File: src/rtl/joypad_if.sv
// Controller-port bus between the APU pad logic and the serial pad chain.
// The master is the APU side; the slave is the pad chain model.
interface joypad_if;
    logic       out0;
    logic       n_in;
    logic [7:0] pad0;
    logic [7:0] pad1;
    logic       d0_out;
    logic       d0_oe;
    logic [4:0] bit_cnt;

    modport master (
        output out0, n_in, pad0, pad1,
        input  d0_out, d0_oe, bit_cnt
    );

    modport slave (
        input  out0, n_in, pad0, pad1,
        output d0_out, d0_oe, bit_cnt
    );
endinterface

File: src/rtl/joypad_port.sv
// 4021-style serial pad chain on one APU controller port.
// Optional four-player chain: PAD0, then PAD1, then the signature byte.
module joypad_port #(
    parameter bit         FOUR_SCORE = 1'b0,
    parameter logic [7:0] SIG        = 8'h08
) (
    input logic     i_clk,
    input logic     i_rst,
    joypad_if.slave bus
);
    localparam int         N     = FOUR_SCORE ? 24 : 8;
    localparam logic [4:0] N_CNT = 5'(N);

    logic [N-1:0] r_sr;
    logic [4:0]   r_cnt;
    logic         r_nin_q;
    logic [N-1:0] w_load_val;
    logic         w_shift;

    generate
        if (FOUR_SCORE) begin : g_four
            assign w_load_val = {SIG, bus.pad1, bus.pad0};
        end else begin : g_single
            assign w_load_val = bus.pad0;
        end
    endgenerate

    // The strobe has priority, so a read ending in a load cycle is dropped.
    assign w_shift = ~r_nin_q & bus.n_in & ~bus.out0;

    // Chain register, shift counter and end-of-read edge detector.
    always_ff @(posedge i_clk or posedge i_rst) begin
        if (i_rst) begin
            r_sr    <= '0;
            r_cnt   <= 5'd0;
            r_nin_q <= 1'b1;
        end else begin
            r_nin_q <= bus.n_in;
            if (bus.out0) begin
                r_sr  <= w_load_val;
                r_cnt <= 5'd0;
            end else if (w_shift) begin
                r_sr  <= {1'b1, r_sr[N-1:1]};
                if (r_cnt != N_CNT) begin
                    r_cnt <= r_cnt + 5'd1;
                end else begin
                    r_cnt <= r_cnt;
                end
            end else begin
                r_sr  <= r_sr;
                r_cnt <= r_cnt;
            end
        end
    end

    assign bus.d0_out  = r_sr[0] & ~bus.n_in;
    assign bus.d0_oe   = ~bus.n_in;
    assign bus.bit_cnt = r_cnt;
endmodule
File: src/flat_wrapper.sv
// flat-port wrapper written by rule: the top's interface ports become plain ports
module joypad_port_flat 
#(
    parameter bit         FOUR_SCORE = 1'b0,
    parameter logic [7:0] SIG        = 8'h08
)
  (i_clk, i_rst, bus_out0, bus_n_in, bus_pad0, bus_pad1, bus_d0_out, bus_d0_oe, bus_bit_cnt);
  joypad_if bus_i ();
  input logic i_clk;
  input logic i_rst;
  input wire logic [$bits(bus_i.out0)-1:0] bus_out0;
  input wire logic [$bits(bus_i.n_in)-1:0] bus_n_in;
  input wire logic [$bits(bus_i.pad0)-1:0] bus_pad0;
  input wire logic [$bits(bus_i.pad1)-1:0] bus_pad1;
  output wire logic [$bits(bus_i.d0_out)-1:0] bus_d0_out;
  output wire logic [$bits(bus_i.d0_oe)-1:0] bus_d0_oe;
  output wire logic [$bits(bus_i.bit_cnt)-1:0] bus_bit_cnt;
  assign bus_i.out0 = bus_out0;
  assign bus_i.n_in = bus_n_in;
  assign bus_i.pad0 = bus_pad0;
  assign bus_i.pad1 = bus_pad1;
  assign bus_d0_out = bus_i.d0_out;
  assign bus_d0_oe = bus_i.d0_oe;
  assign bus_bit_cnt = bus_i.bit_cnt;
  joypad_port #(.FOUR_SCORE(FOUR_SCORE), .SIG(SIG)) u_core (.i_clk(i_clk), .i_rst(i_rst), .bus(bus_i));
endmodule
File: config.mk
export PLATFORM = sky130hd
export DESIGN_NAME = joypad_port_flat
export DESIGN_NICKNAME = d
export VERILOG_FILES = /design/src/rtl/joypad_if.sv /design/src/rtl/joypad_port.sv /design/src/flat_wrapper.sv
export SDC_FILE = /design/constraint.sdc
export NUM_CORES = 1
export LEC_CHECK = 0
export BUFFER_PORTS_ARGS = -buffer_cell sky130_fd_sc_hd__clkbuf_2
export CAP_MARGIN = 20
export CORE_MARGIN = 4
export CORE_UTILIZATION = 53
export CTS_BUF_LIST = sky130_fd_sc_hd__clkbuf_4
export DETAILED_ROUTE_END_ITERATION = 10
export PLACE_DENSITY = 0.83
export REMOVE_ABC_BUFFERS = 1
export SYNTH_ARGS = -nofsm -noshare
export SYNTH_HDL_FRONTEND = slang
export SYNTH_SLANG_ARGS = --single-unit
File: constraint.sdc
create_clock -name i_clk -period 3.5 [get_ports i_clk]
set_clock_uncertainty 0.15 [all_clocks]
set_input_delay 0.525 -clock i_clk [delete_from_list [all_inputs] [get_ports i_clk]]
set_output_delay 0.525 -clock i_clk [all_outputs]
set_load 0.01 [all_outputs]
==> flow_metrics.env <==
export IMPL_drc=0
export IMPL_fmax_ghz=0.630
export IMPL_clk_pin_slew_worst_paths_ns=0.08
export IMPL_clock_sinks=14
export IMPL_pwr_density_cell_nw_per_um2=394
export IMPL_post_synth_top_count_cell="sky130_fd_sc_hd__dfrtp_1"
export IMPL_worstSkewPairLatency_ns=0.27
export IMPL_wire_per_inst_um=12.4
export IMPL_site_rows=12
export IMPL_synth_area_leader_cell="sky130_fd_sc_hd__dfrtp_1"
export IMPL_syn_area_um2=707
export IMPL_num_vias=516
export IMPL_post_cts_buffers=0
export IMPL_hold_viol=0
export IMPL_netlist_top_cells_area="sky130_fd_sc_hd__dfrtp_1, sky130_fd_sc_hd__mux2i_1, sky130_fd_sc_hd__o21ai_1"
export IMPL_report_final_slew_viol_count=0
export IMPL_antenna_cells=0
export IMPL_globalRouteMet3Util=0.0244
export IMPL_floorplan_io_pins=27
export IMPL_worstSetupStartpointType="flop"
export IMPL_hold_path_class="primary input to asynchronous set/reset pin"
export IMPL_design_die_area_um2=1980
export IMPL_slew_headroom=0.652
export IMPL_crit_chain="inv_1 > ha_1 > nand3b_1 > o21a_1 > mux2_4"
export IMPL_intPower_w=0.000245
export IMPL_synth_enable_flop_cells=0
export IMPL_first_pass_iters=4
export IMPL_power_leakage_nw=0.414
export IMPL_global_route_peak_usage_layer="met2"
export IMPL_p_sw_frac=0.245
export IMPL_clock_root_buffer="sky130_fd_sc_hd__clkbuf_4"
export IMPL_area_of_the_placeable_core_um2=1190
export IMPL_layout_min_cycle_time_ns=1.59
export IMPL_drtIter0Drc=8
export IMPL_path_class="flop to flop"
export IMPL_total_global_routing_track_utilization=0.143
export IMPL_grt_met2_usage=0.261
export IMPL_cts_tree="done"
export IMPL_synth_ff_latch_count=14
export IMPL_worst_endpoint_required_ns=3.51
export IMPL_async_reset_ff_frac=1.00
export IMPL_yosys_area_top_type_share=0.460
export IMPL_report_final_setup_viol=0
export IMPL_synthesis_area_per_instance_um2=10.4
export IMPL_clk_path_buf_depth=2
export IMPL_pwr_share_clk=0.308
export IMPL_total_detailed_routing_wirelength_um=1250
export IMPL_worstSetupEndpointType="flop"
export IMPL_gr_usage_met1=0.170
export IMPL_cts_hold_repair_buffers=0
export IMPL_synthesis_instances=68
export IMPL_grt_antenna_before_repair=0
export IMPL_ant_nets=0
export IMPL_seqPwrFrac=0.555
export IMPL_setup_ws_final_ns=1.91
export IMPL_fin_cells=101
export IMPL_post_synth_num_cell_types=24
export IMPL_die_width_um=44.5
export IMPL_place_detailed_instances=97
export IMPL_grt_overflow_total=0
export IMPL_chipHeight_um=44.5
export IMPL_cts_repair_resized=0
export IMPL_post_route_cells_drive_above_1_share=0.322
export IMPL_gp_congestion=0.737
export IMPL_synth_yosys_warnings=0
export IMPL_cts_made_buffers=3
export IMPL_worst_ir_drop_on_vdd_mv=0.225
export IMPL_critical_path_max_stage_delay_ns=0.43
export IMPL_timing_critical_path_arrival_ns=1.60
export IMPL_dp_final_hpwl_um=945
export IMPL_preCtsSetupSlack_ns=1.70
export IMPL_grt_max_degree=26
export IMPL_stdcell_area_um2=825
export IMPL_synth_seq_area_share=0.497
export IMPL_sum_neg_setup_slack_ns=0
export IMPL_p_sw_w=0.0000796
export IMPL_synth_common_cells="sky130_fd_sc_hd__dfrtp_1, sky130_fd_sc_hd__nand2_1, sky130_fd_sc_hd__mux2i_1, sky130_fd_sc_hd__o21ai_1"
export IMPL_crit_path_top_delay_cell="sky130_fd_sc_hd__dfrtp_1"
export IMPL_critical_path_peak_fanout=5
export IMPL_vias_per_cell=5.11
export IMPL_outcome="complete, no violations"
export IMPL_placed_cell_area_um2=795
export IMPL_initial_utilization=0.596
export IMPL_via_count_of_the_first_global_routing_pass=525
export IMPL_timing_worst_slew_pin_value_ns=0.521
export IMPL_final_core_util=0.695
export IMPL_max_cap_violations=0
export IMPL_rsz0062_at_grt="no"
export IMPL_fin_crit_sh=0.453
export IMPL_num_nets_final=110
export IMPL_syn_to_final_growth_pct=16.6
export IMPL_postSynth_topFlopCell="sky130_fd_sc_hd__dfrtp_1"
export IMPL_io_buffer_count=18
export IMPL_cts_h_tree_depth=1
export IMPL_global_route_wire_length_before_repair_um=2110
export IMPL_comb_power_share=0.137
## worst max-delay path: cells and delay by family, from the launching register on
| family | cells | cell delay (ns) |
|---|---|---|
| muxes | 1 | 0.29 |
| DFF | 1 | 0.43 |
| and+or+nand+nor | 1 | 0.13 |
| adders and majority gates | 1 | 0.16 |
| buffers and inverters | 1 | 0.10 |
| AOI/OAI and AO/OA | 1 | 0.23 |
## through the flow
| stage | total power, W | hold slack, ns |
|---|---|---|
| 6_report | 0.000325 | 0.107 |
| 5_1_grt | 0.000347 | 0.151 |
| 4_1_cts | 0.000328 | 0.120 |
| 3_5_place_dp | 0.000228 | 0.400 |
| 3_3_place_gp | 0.000225 | 0.377 |
| 2_1_floorplan | 0.000209 | 0.264 |
## layout make-up
type	instances	area, um^2
multi-input combinational	46	317
sequential	14	352
inverter	5	18.8
clock buffer	4	30.0
fill	101	362
tap	14	17.5
timing repair buffer	18	90.1
## flip-flops by register name, summed over array words and instances, names as in the netlist
signal,count
u_core.bus.bit_cnt,5
u_core.r_nin_q,1
u_core.r_sr,8
## cell usage in the layout (no fill, tap or decap)
cell type	instances
sky130_fd_sc_hd__o31ai_1	1
sky130_fd_sc_hd__clkbuf_4	4
sky130_fd_sc_hd__nand4_1	2
sky130_fd_sc_hd__nand4b_1	1
sky130_fd_sc_hd__inv_1	5
sky130_fd_sc_hd__nor2b_1	3
sky130_fd_sc_hd__dfstp_2	1
sky130_fd_sc_hd__nand3b_1	1
sky130_fd_sc_hd__o21ai_0	1
sky130_fd_sc_hd__mux2i_1	7
sky130_fd_sc_hd__and2b_2	1
sky130_fd_sc_hd__mux2_2	2
sky130_fd_sc_hd__mux2_4	1
sky130_fd_sc_hd__o21ai_1	7
sky130_fd_sc_hd__nor2_1	5
sky130_fd_sc_hd__ha_1	2
sky130_fd_sc_hd__clkbuf_2	18
sky130_fd_sc_hd__o21a_1	1
sky130_fd_sc_hd__a21bo_2	1
sky130_fd_sc_hd__o2111ai_1	1
sky130_fd_sc_hd__a21oi_1	1
sky130_fd_sc_hd__nand2_1	8
sky130_fd_sc_hd__dfrtp_1	13
## metal layers
| layer | wire length (um) | vias to the layer above |
|---|---|---|
| li1 | - | 271 |
| met1 | 555 | 230 |
| met2 | 625 | 15 |
| met3 | 68 | 0 |
| met4 | 0 | 0 |
| met5 | 0 | - |
## power by group through the flow
stage / combinational, W / sequential, W / clock, W
after global routing: 0.0000505 / 0.000182 / 0.000115
after floorplan: 0.0000266 / 0.000182 / 0
after detailed placement: 0.0000450 / 0.000183 / 0
final: 0.0000444 / 0.000180 / 0.000100
after CTS: 0.0000453 / 0.000180 / 0.000102
after global placement: 0.0000422 / 0.000183 / 0
## path summary, 6_finish.rpt
path / startpoint / end / slack [ns] / cells after the start
max: u_core.bus.bit_cnt[0]$_DFFE_PP0P_ / u_core.bus.bit_cnt[0]$_DFFE_PP0P_ / 1.91 / 5
min: i_rst / u_core.r_sr[4]$_DFFE_PP0P_ / 0.11 / 2
max reg2reg: u_core.bus.bit_cnt[0]$_DFFE_PP0P_ / u_core.bus.bit_cnt[0]$_DFFE_PP0P_ / 1.91 / 5
min reg2reg: u_core.r_sr[1]$_DFFE_PP0P_ / u_core.r_sr[1]$_DFFE_PP0P_ / 0.42 / 2
max in group asynchronous: i_rst / u_core.r_nin_q$_DFF_PP1_ / 2.73 / 2
min in group i_clk: bus_n_in / u_core.r_nin_q$_DFF_PP1_ / 0.22 / 1
## cells by family (layout without fill, tap and decap cells)
logic type | Yosys count | after routing | synth area share
AOI/OAI and AO/OA | 13 | 13 | 0.111
DFF | 14 | 14 | 0.497
muxes | 10 | 10 | 0.152
adders and majority gates | 2 | 2 | 0.0354
buffers and inverters | 8 | 27 | 0.0549
and+or+nand+nor | 21 | 21 | 0.149
(Power assumes the default switching activity.)
